===== src/rtl/mem_arbiter.sv =====
// Single-port memory arbiter: shares one synchronous memory port between the
// instruction-fetch and data requesters, with data priority and a fetch starvation guard.

module mem_arbiter_chk (
    input  logic clk,
    input  logic rst,
    input  logic if_gnt,
    input  logic dm_gnt,
    input  logic if_rvalid,
    input  logic dm_rvalid,
    input  logic mem_re,
    input  logic mem_we,
    input  logic busy
);

    gnt_exclusive: assert property (@(posedge clk) disable iff (rst) !(if_gnt && dm_gnt));
    rvalid_exclusive: assert property (@(posedge clk) disable iff (rst) !(if_rvalid && dm_rvalid));
    strobe_exclusive: assert property (@(posedge clk) disable iff (rst) !(mem_re && mem_we));
    strobe_only_busy: assert property (@(posedge clk) disable iff (rst) (mem_re || mem_we) |-> busy);

endmodule

module mem_arbiter #(
    parameter int AW         = 16,
    parameter int DW         = 32,
    parameter int MEM_LAT    = 1,
    parameter int STARVE_MAX = 3
) (
    input  logic          clk,
    input  logic          rst,
    input  logic          if_req,
    input  logic [AW-1:0] if_addr,
    output logic          if_gnt,
    output logic          if_rvalid,
    output logic [DW-1:0] if_rdata,
    input  logic          dm_req,
    input  logic          dm_we,
    input  logic [AW-1:0] dm_addr,
    input  logic [DW-1:0] dm_wdata,
    output logic          dm_gnt,
    output logic          dm_rvalid,
    output logic [DW-1:0] dm_rdata,
    output logic          mem_re,
    output logic          mem_we,
    output logic [AW-1:0] mem_addr,
    output logic [DW-1:0] mem_wdata,
    input  logic [DW-1:0] mem_rdata,
    output logic          busy
);

    typedef enum logic [1:0] {
        ST_IDLE  = 2'd0,
        ST_ISSUE = 2'd1,
        ST_WAIT  = 2'd2
    } state_t;

    localparam logic [2:0] LAT_C    = 3'(MEM_LAT);
    localparam logic [2:0] STARVE_C = 3'(STARVE_MAX);

    function automatic logic [2:0] sat_inc(input logic [2:0] cnt, input logic [2:0] max);
        if (cnt >= max) begin
            sat_inc = max;
        end else begin
            sat_inc = cnt + 3'd1;
        end
    endfunction

    state_t        state_q, state_d;
    logic [2:0]    starve_q, starve_d;
    logic [2:0]    wait_q, wait_d;
    logic          sel_dm_q, sel_dm_d;
    logic          op_we_q, op_we_d;
    logic [AW-1:0] mem_addr_q, mem_addr_d;
    logic [DW-1:0] mem_wdata_q, mem_wdata_d;
    logic [DW-1:0] if_rdata_q, if_rdata_d;
    logic [DW-1:0] dm_rdata_q, dm_rdata_d;
    logic          if_gnt_q, if_gnt_d;
    logic          dm_gnt_q, dm_gnt_d;
    logic          if_rvalid_q, if_rvalid_d;
    logic          dm_rvalid_q, dm_rvalid_d;
    logic          mem_re_q, mem_re_d;
    logic          mem_we_q, mem_we_d;
    logic          busy_q, busy_d;
    logic          dm_win_s;

    // Data wins a contested slot unless fetch has been passed over STARVE_MAX times.
    assign dm_win_s = dm_req & ~(if_req & (starve_q == STARVE_C));

    // Next-state, latched request and registered-output computation.
    always_comb begin
        state_d     = state_q;
        starve_d    = starve_q;
        wait_d      = wait_q;
        sel_dm_d    = sel_dm_q;
        op_we_d     = op_we_q;
        mem_addr_d  = mem_addr_q;
        mem_wdata_d = mem_wdata_q;
        if_rdata_d  = if_rdata_q;
        dm_rdata_d  = dm_rdata_q;
        if_gnt_d    = 1'b0;
        dm_gnt_d    = 1'b0;
        if_rvalid_d = 1'b0;
        dm_rvalid_d = 1'b0;
        mem_re_d    = 1'b0;
        mem_we_d    = 1'b0;

        case (state_q)
            ST_IDLE: begin
                if (dm_win_s) begin
                    state_d    = ST_ISSUE;
                    sel_dm_d   = 1'b1;
                    op_we_d    = dm_we;
                    mem_addr_d = dm_addr;
                    dm_gnt_d   = 1'b1;
                    mem_re_d   = ~dm_we;
                    mem_we_d   = dm_we;
                    if (dm_we) begin
                        mem_wdata_d = dm_wdata;
                    end else begin
                        mem_wdata_d = mem_wdata_q;
                    end
                    if (if_req) begin
                        starve_d = sat_inc(starve_q, STARVE_C);
                    end else begin
                        starve_d = starve_q;
                    end
                end else if (if_req) begin
                    state_d    = ST_ISSUE;
                    sel_dm_d   = 1'b0;
                    op_we_d    = 1'b0;
                    mem_addr_d = if_addr;
                    if_gnt_d   = 1'b1;
                    mem_re_d   = 1'b1;
                    starve_d   = 3'd0;
                end else begin
                    state_d = ST_IDLE;
                end
            end
            ST_ISSUE: begin
                if (op_we_q) begin
                    state_d = ST_IDLE;
                    wait_d  = 3'd0;
                end else begin
                    state_d = ST_WAIT;
                    wait_d  = LAT_C;
                end
            end
            ST_WAIT: begin
                // A zero count can only come from corruption; treat it as the final cycle.
                if (wait_q <= 3'd1) begin
                    state_d = ST_IDLE;
                    wait_d  = 3'd0;
                    if (sel_dm_q) begin
                        dm_rdata_d  = mem_rdata;
                        dm_rvalid_d = 1'b1;
                    end else begin
                        if_rdata_d  = mem_rdata;
                        if_rvalid_d = 1'b1;
                    end
                end else begin
                    state_d = ST_WAIT;
                    wait_d  = wait_q - 3'd1;
                end
            end
            default: begin
                state_d = ST_IDLE;
                wait_d  = 3'd0;
            end
        endcase

        busy_d = (state_d != ST_IDLE);
    end

    // State and output registers; reset aborts any access in flight.
    always_ff @(posedge clk or posedge rst) begin
        if (rst) begin
            state_q     <= ST_IDLE;
            starve_q    <= 3'd0;
            wait_q      <= 3'd0;
            sel_dm_q    <= 1'b0;
            op_we_q     <= 1'b0;
            mem_addr_q  <= '0;
            mem_wdata_q <= '0;
            if_rdata_q  <= '0;
            dm_rdata_q  <= '0;
            if_gnt_q    <= 1'b0;
            dm_gnt_q    <= 1'b0;
            if_rvalid_q <= 1'b0;
            dm_rvalid_q <= 1'b0;
            mem_re_q    <= 1'b0;
            mem_we_q    <= 1'b0;
            busy_q      <= 1'b0;
        end else begin
            state_q     <= state_d;
            starve_q    <= starve_d;
            wait_q      <= wait_d;
            sel_dm_q    <= sel_dm_d;
            op_we_q     <= op_we_d;
            mem_addr_q  <= mem_addr_d;
            mem_wdata_q <= mem_wdata_d;
            if_rdata_q  <= if_rdata_d;
            dm_rdata_q  <= dm_rdata_d;
            if_gnt_q    <= if_gnt_d;
            dm_gnt_q    <= dm_gnt_d;
            if_rvalid_q <= if_rvalid_d;
            dm_rvalid_q <= dm_rvalid_d;
            mem_re_q    <= mem_re_d;
            mem_we_q    <= mem_we_d;
            busy_q      <= busy_d;
        end
    end

    assign if_gnt    = if_gnt_q;
    assign dm_gnt    = dm_gnt_q;
    assign if_rvalid = if_rvalid_q;
    assign dm_rvalid = dm_rvalid_q;
    assign if_rdata  = if_rdata_q;
    assign dm_rdata  = dm_rdata_q;
    assign mem_re    = mem_re_q;
    assign mem_we    = mem_we_q;
    assign mem_addr  = mem_addr_q;
    assign mem_wdata = mem_wdata_q;
    assign busy      = busy_q;

    mem_arbiter_chk u_chk (
        .clk       (clk),
        .rst       (rst),
        .if_gnt    (if_gnt_q),
        .dm_gnt    (dm_gnt_q),
        .if_rvalid (if_rvalid_q),
        .dm_rvalid (dm_rvalid_q),
        .mem_re    (mem_re_q),
        .mem_we    (mem_we_q),
        .busy      (busy_q)
    );

endmodule


===== config.mk =====
export PLATFORM = sky130hd
export DESIGN_NAME = mem_arbiter
export DESIGN_NICKNAME = d
export VERILOG_FILES = /design/src/rtl/mem_arbiter.sv
export SDC_FILE = /design/constraint.sdc
export NUM_CORES = 1
export LEC_CHECK = 0
export ABC_AREA = 1
export BUFFER_PORTS_ARGS = -buffer_cell sky130_fd_sc_hd__buf_2
export CELL_PAD_IN_SITES_DETAIL_PLACEMENT = 0
export CELL_PAD_IN_SITES_GLOBAL_PLACEMENT = 1
export CORE_MARGIN = 2
export CORE_UTILIZATION = 32
export CTS_CLUSTER_DIAMETER = 100
export CTS_CLUSTER_SIZE = 30
export DETAILED_ROUTE_END_ITERATION = 10
export PLACE_DENSITY_LB_ADDON = 0.1
export SLEW_MARGIN = 30
export SYNTH_ARGS = -nofsm -noshare
export SYNTH_HDL_FRONTEND = slang
export SYNTH_HIERARCHICAL = 1
export SYNTH_SLANG_ARGS = --single-unit

===== constraint.sdc =====
create_clock -name clk -period 3.7 [get_ports clk]
set_input_delay 0.185 -clock clk [delete_from_list [all_inputs] [get_ports clk]]
set_output_delay 0.185 -clock clk [all_outputs]
set_load 0.01 [all_outputs]

==> results of run 1 <==
## logic make-up (layout without fill, tap and decap cells)
group           count (synthesis)  after routing  synth area share, %
flops                         129            129                58.74
simple gates                  354            354                28.28
buf+inv                        79            327                7.104
compound gates                 43             43                4.053
fa+ha+maj                       8              8                1.822
## cell usage in the layout (no fill, tap or decap)
cell type	n
a21boi_0	1
nand2_2	2
nand3_2	2
inv_4	1
nand2_4	2
clkbuf_16	17
nand2_1	273
o21ai_1	12
or2_2	1
dlygate4sd3_1	33
nor2_8	1
nand4_1	65
a21oi_1	3
nor2_4	1
inv_1	34
ha_2	1
clkbuf_1	3
buf_2	219
inv_6	1
dfrtp_1	129
o22ai_1	4
clkbuf_8	4
clkinv_2	4
ha_1	7
inv_2	4
buf_4	4
bufinv_16	2
nand3_1	3
o21ai_0	23
nor2_1	4
buf_16	1
## layout make-up
cell class | instances | area, um2 | area share (%)
flip-flops and latches | 129 | 3228 | 42.50
multi-input cells | 405 | 1879 | 24.74
inverters | 40 | 157.7 | 2.075
clock buffers | 24 | 491.7 | 6.473
well taps | 220 | 275.3 | 3.624
repair buffers | 257 | 1484 | 19.54
clock inverters | 6 | 80.08 | 1.054
## critical path, stage by stage (launching register included)
cell and delay, ns:
dfrtp_1 0.35, buf_4 0.25, inv_2 0.54, nand3_2 0.71
nand2_1 0.23, nand2_1 0.07
## where the power goes
group | leakage (nW) | internal, mW | total (mW) | switching [mW]
sequential | 1.59 | 2.08 | 2.44 | 0.360
combinational | 2.37 | 0.922 | 2.53 | 1.61
clock | 0.286 | 1.05 | 1.64 | 0.592
## final timing paths
path,startpoint,endpoint,cells after the start
hold / removal,mem_rdata[11],dm_rdata[11],3
setup / recovery,sel_dm_q,if_rdata[6],5
hold reg to reg,if_rdata[22],if_rdata[22],2
min in group asynchronous,rst,mem_wdata[30],3
setup reg to reg,sel_dm_q,if_rdata[6],5
max in group asynchronous,rst,starve_q[2],5
## per-stage QoR
stage / total power, mW / util [%] / worst slack, ns
3_3_place_gp: 4.959 / 39.92 / 1.389
3_5_place_dp: 5.008 / 39.92 / 1.346
2_1_floorplan: 4.025 / - / 0.07401
6_report: 6.620 / 45.48 / 1.386
4_1_cts: 6.709 / 45.32 / 1.338
5_1_grt: 7.132 / 45.48 / 1.113
## metal layers
layer	vias up	GRT usage, %	share of wire, %
li1	2448	-	-
met3	22	4.617	6.2
met4	0	6.424	1.8
met1	2273	22.78	45
met5	-	0	0
met2	156	27.19	47
## flip-flops by register name, indices dropped and copies added, names as in the netlist, 2 cells and up
name and cells:
starve_q 3, dm_rdata 32, wait_q 3, mem_addr 16, if_rdata 32, state_q 2
mem_wdata 32
==> qor.yml, run 1 <==
placed_cells: 1017
portBuffers: 219
ios: 220
nFillCells: 1719
status: "complete, no violations"
postRouteAntennaNets: 0
synth.net_count: 722
slew_violations: 0
ys_seq_elements: 129
worstPathMaxFanout: 34
grt_usage_pct: 17.22
yosys.area.top_type: "dfrtp_1"
post_cts_resized: 0
rows: 47
drive_gt1_share_pct: 31.01
cts_made_buffers: 17
rsz0062_at_grt: "no"
core-area_mm2: 0.01670
tightest_slew_ns: 0.7811
grt_pass1_vias: 4802
worstSetupPathType: "reg -> reg"
htreeDepth: 4
synthToLayoutAreaGrowth_pct: 38.23
die_y_um: 135.0
synthCells: 613
setup_viol: 0
fin_tns_setup_ns: 0
min_path_type: "in -> reg"
start_util_pct: 32.90
max_freq_mhz: 432.1
clock_latency_ns: 0.41
cts_tree: "done"
leakage_nw: 4.247
place_congestion: 0.7567
antenna_found_initial: 0
synth.most_common_cell: "nand2_1"
layout.cells.non_filler: 1081
hold_ws_ns: 0.03932
vias: 4899
synth_commonest_cells: "273 x nand2_1, 129 x dfrtp_1, 65 x nand4_1"
die_w_um: 135.0
wl_per_cell_um: 14.31
synth_edf_count: 0
placed_area_mm2: 0.006666
cp-start-kind: "register"
clock_sinks: 129
cts_buffer_depth: 2
ir_worst_vdd_v: 0.0003536
fin_area_mm2: 0.007596
ys_top_cells_by_area: "dfrtp_1 59%, nand2_1 19%, nand4_1 7.4%"
grt_first_pass_wirelength_um: 24610
reg2reg_setup_slack_ns: 1.39
grt_max_degree: 95
drt-vias-per-instance: 4.532
yosys.area.top_type_share_pct: 58.74
period_share_pct: 62.54
drtPass1Iterations: 6
ys.flop_type: "dfrtp_1"
final-hold-violation-count: 0
dieArea_mm2: 0.01824
synthArstFlopShare_pct: 100.0
holdBufCountCts: 33
arrival_ns: 2.61
yosysWarnings: 6
antenna_cells: 0
maxCapViolations: 0
synth_cell_type_count: 25
p_per_area_mw_per_mm2: 871.5
finalClockSkew_ns: 0.002991
synth_area_mm2: 0.005495
post_synth.cell_area_avg_um2: 8.965
seq_area_frac_synth_pct: 58.74
min_period_ns: 2.314
crit_required_ns: 3.99
drt-initial-drc-count: 191
dp_hpwl_um: 10200
gr-total-overflow: 0
maxSlewHeadroom_pct: 47.87
clk_pin_slew_worst_paths_ns: 0.05
cts_setup_buffers: 0
layout.nets: 959
endpoint_kind: "register"
root_buffer: "clkbuf_16"
drcViolationCount: 0
wirelength_um: 15470
Power figures use the tool's default switching activity.
==> inputs of run 2 (changes only) <==
Settings changed: ABC_AREA 1 to 0, CORE_UTILIZATION 32 to 33.
Clock period 3.7 ns to 2.4 ns, I/O delays scaled along.
==> run 2 against run 1 <==
Against the previous run: core utilization rose by 7.2 points; via count down 21%; final area rose by 6.3%; largest power group is now registers; largest cell class unchanged; critical path type unchanged.
==> qor.yml, run 2 <==
status: "complete, no violations"
post_synth.cell_area_avg_um2: 15.09
dp_hpwl_um: 8087
cts_tree: "done"
clock_sinks: 129
vias: 3880
drt-initial-drc-count: 116
gr-total-overflow: 0
clk_pin_slew_worst_paths_ns: 0.06
postRouteAntennaNets: 0
synthToLayoutAreaGrowth_pct: 54.63
start_util_pct: 34.08
placed_area_mm2: 0.006559
synth_cell_type_count: 32
crit_required_ns: 2.66
tightest_slew_ns: 0.7568
grt_max_degree: 63
crit_top_cell: "ha_1"
p_per_area_mw_per_mm2: 1269
yosys.area.top_type_share_pct: 61.84
ys_seq_elements: 129
yosys.area.top_type: "dfrtp_1"
place_congestion: 0.7292
seq_area_frac_synth_pct: 61.84
finalClockSkew_ns: 0.005676
worstSetupPathType: "reg -> reg"
synth.most_common_cell: "dfrtp_1"
cts_made_buffers: 17
placed_cells: 765
maxSlewHeadroom_pct: 49.36
yosysWarnings: 6
ios: 220
ys.flop_type: "dfrtp_1"
synth_commonest_cells: "129 x dfrtp_1, 67 x mux2_2, 29 x mux2_4"
layout.cells.non_filler: 882
whs_path_depth: 3
drt-vias-per-instance: 4.399
fin_area_mm2: 0.008071
critical_path.cell_chain: "ha_1, ha_1, a21boi_2, buf_12, mux2i_1, dlygate4sd3_1, o21ai_0"
arrival_ns: 2.50
slew_violations: 0
fin_tns_setup_ns: 0
cp_slowest_cell: "dlygate4sd3_1"
htreeDepth: 4
drive_gt1_share_pct: 53.35
grt_usage_pct: 14.90
cp-start-kind: "register"
final_common_cell: "buf_2"
endpoint_kind: "register"
rsz0062_at_grt: "no"
min_period_ns: 2.243
r2r-end: "mem_addr[7]"
cp_num_buf_inv: 2
grt_pass1_vias: 4042
synth.net_count: 455
setup_viol: 0
cts_buffer_depth: 2
grt_first_pass_wirelength_um: 19320
rr_worst_depth: 7
die_w_um: 129.8
wl_per_cell_um: 13.83
layout.nets: 767
min_path_type: "in -> reg"
synth_edf_count: 0
whs_endpoint: "mem_addr[4]"
cts_setup_buffers: 0
antenna_found_initial: 0
clock_latency_ns: 0.41
ys_top_cells_by_area: "dfrtp_1 62%, mux2_2 14%, mux2_4 8.3%"
synthCells: 346
portBuffers: 219
synth_area_mm2: 0.005220
wirelength_um: 12200
max_freq_mhz: 445.8
drcViolationCount: 0
root_buffer: "clkbuf_16"
leakage_nw: 4.025
critPathTopFamily: "buffers and inverters"
worstPathMaxFanout: 21
die_y_um: 129.8
synthArstFlopShare_pct: 100.0
antenna_cells: 0
dieArea_mm2: 0.01684
final-hold-violation-count: 0
crit_path_max_incr_delay_ns: 0.56
maxCapViolations: 0
period_share_pct: 93.46
hp-start: "if_addr[4]"
core-area_mm2: 0.01531
drtPass1Iterations: 4
ir_worst_vdd_v: 0.0006648
rows: 45
final_cell_mix: "219 x buf_2, 129 x dfrtp_1, 85 x dlygate4sd3_1, 67 x mux2_2, 29 x mux2_4"
r2r-start: "starve_q[0]"
reg2reg_setup_slack_ns: 0.16
==> run 2: changes by cell type in the layout (fill, tap and decap cells not counted), sizes merged, moves of 3 or more <==
cell	previous run	this run
a31oi	0	3
dlygate4sd3	33	85
inv	40	9
mux2	0	96
mux2i	0	17
nand2	277	21
nand3	5	1
nand4	65	1
o21ai	35	20
==> run 2: what timing repair did <==
action | in CTS | in global routing
gates resized for setup | 0 | 3
hold endpoints to repair | 133 | 0
hold buffers | 85 | 0
endpoints found under the setup margin | 0 | 8
==> run 2: how the worst max path moves through the flow <==
stage | from | to | slack [ns] | depth (start not counted)
detailed placement | wait_q[1] | if_rdata[19] | 0.22 | 5
global route | starve_q[0] | mem_addr[9] | 0.01 | 7
global placement | wait_q[1] | if_rdata[4] | 0.27 | 5
finish | starve_q[0] | mem_addr[7] | 0.16 | 7
CTS | starve_q[0] | mem_addr[8] | 0.06 | 7
floorplan | starve_q[0] | mem_wdata[10] | 0.35 | 7
==> run 2: power breakdown <==
part / switching (mW) / total (mW) / internal, mW
combinational: 1.73 / 3.71 / 1.98
sequential: 0.516 / 3.75 / 3.24
clock: 0.910 / 2.78 / 1.87
total: 3.15 / 10.2 / 7.09
==> run 2: logic make-up after synthesis <==
kind of cell / after synthesis / share of synthesized area [%]
AOI/OAI and AO/OA: 34 / 3.811
DFF: 129 / 61.84
adders and majority gates: 8 / 1.918
buffers and inverters: 27 / 3.188
and+or+nand+nor: 35 / 3.188
muxes: 113 / 26.05
==> run 2: through the flow <==
step	util [%]	power [mW]	hold slack, ns	setup WS (ns)
2_1_floorplan	-	5.960	0.2067	0.3474
3_3_place_gp	42.78	7.344	0.2376	0.2739
3_5_place_dp	42.83	7.426	0.2393	0.2196
4_1_cts	52.62	10.40	0.001306	0.05744
5_1_grt	52.70	10.92	0.007855	0.01356
6_report	52.70	10.24	0.01508	0.1569
==> run 2: area by class of cell <==
cell class | instances | area (um2)
Fill cell | 1357 | 7243
Tap cell | 211 | 264.0
Inverter | 10 | 41.29
Sequential cell | 129 | 3228
Clock inverter | 9 | 151.4
Multi-Input combinational cell | 190 | 1847
Timing Repair Buffer | 310 | 2042
Clock buffer | 23 | 498.0
==> run 2: per-layer routing <==
metal	track usage, %	vias to the layer above	part of all wire, %	wire length (um)
met1	18.13	1864	44	5383
met3	6.191	15	8.3	1011
met4	7.021	0	1.5	178
met2	23.07	159	46	5628
met5	0	-	0	0
li1	-	1842	-	-
==> run 2: worst register-to-register path: stages (launching register included) <==
cell and delay, ns:
dfrtp_1 0.41, ha_1 0.21, ha_1 0.22, a21boi_2 0.21
buf_12 0.20, mux2i_1 0.21, dlygate4sd3_1 0.56, o21ai_0 0.07
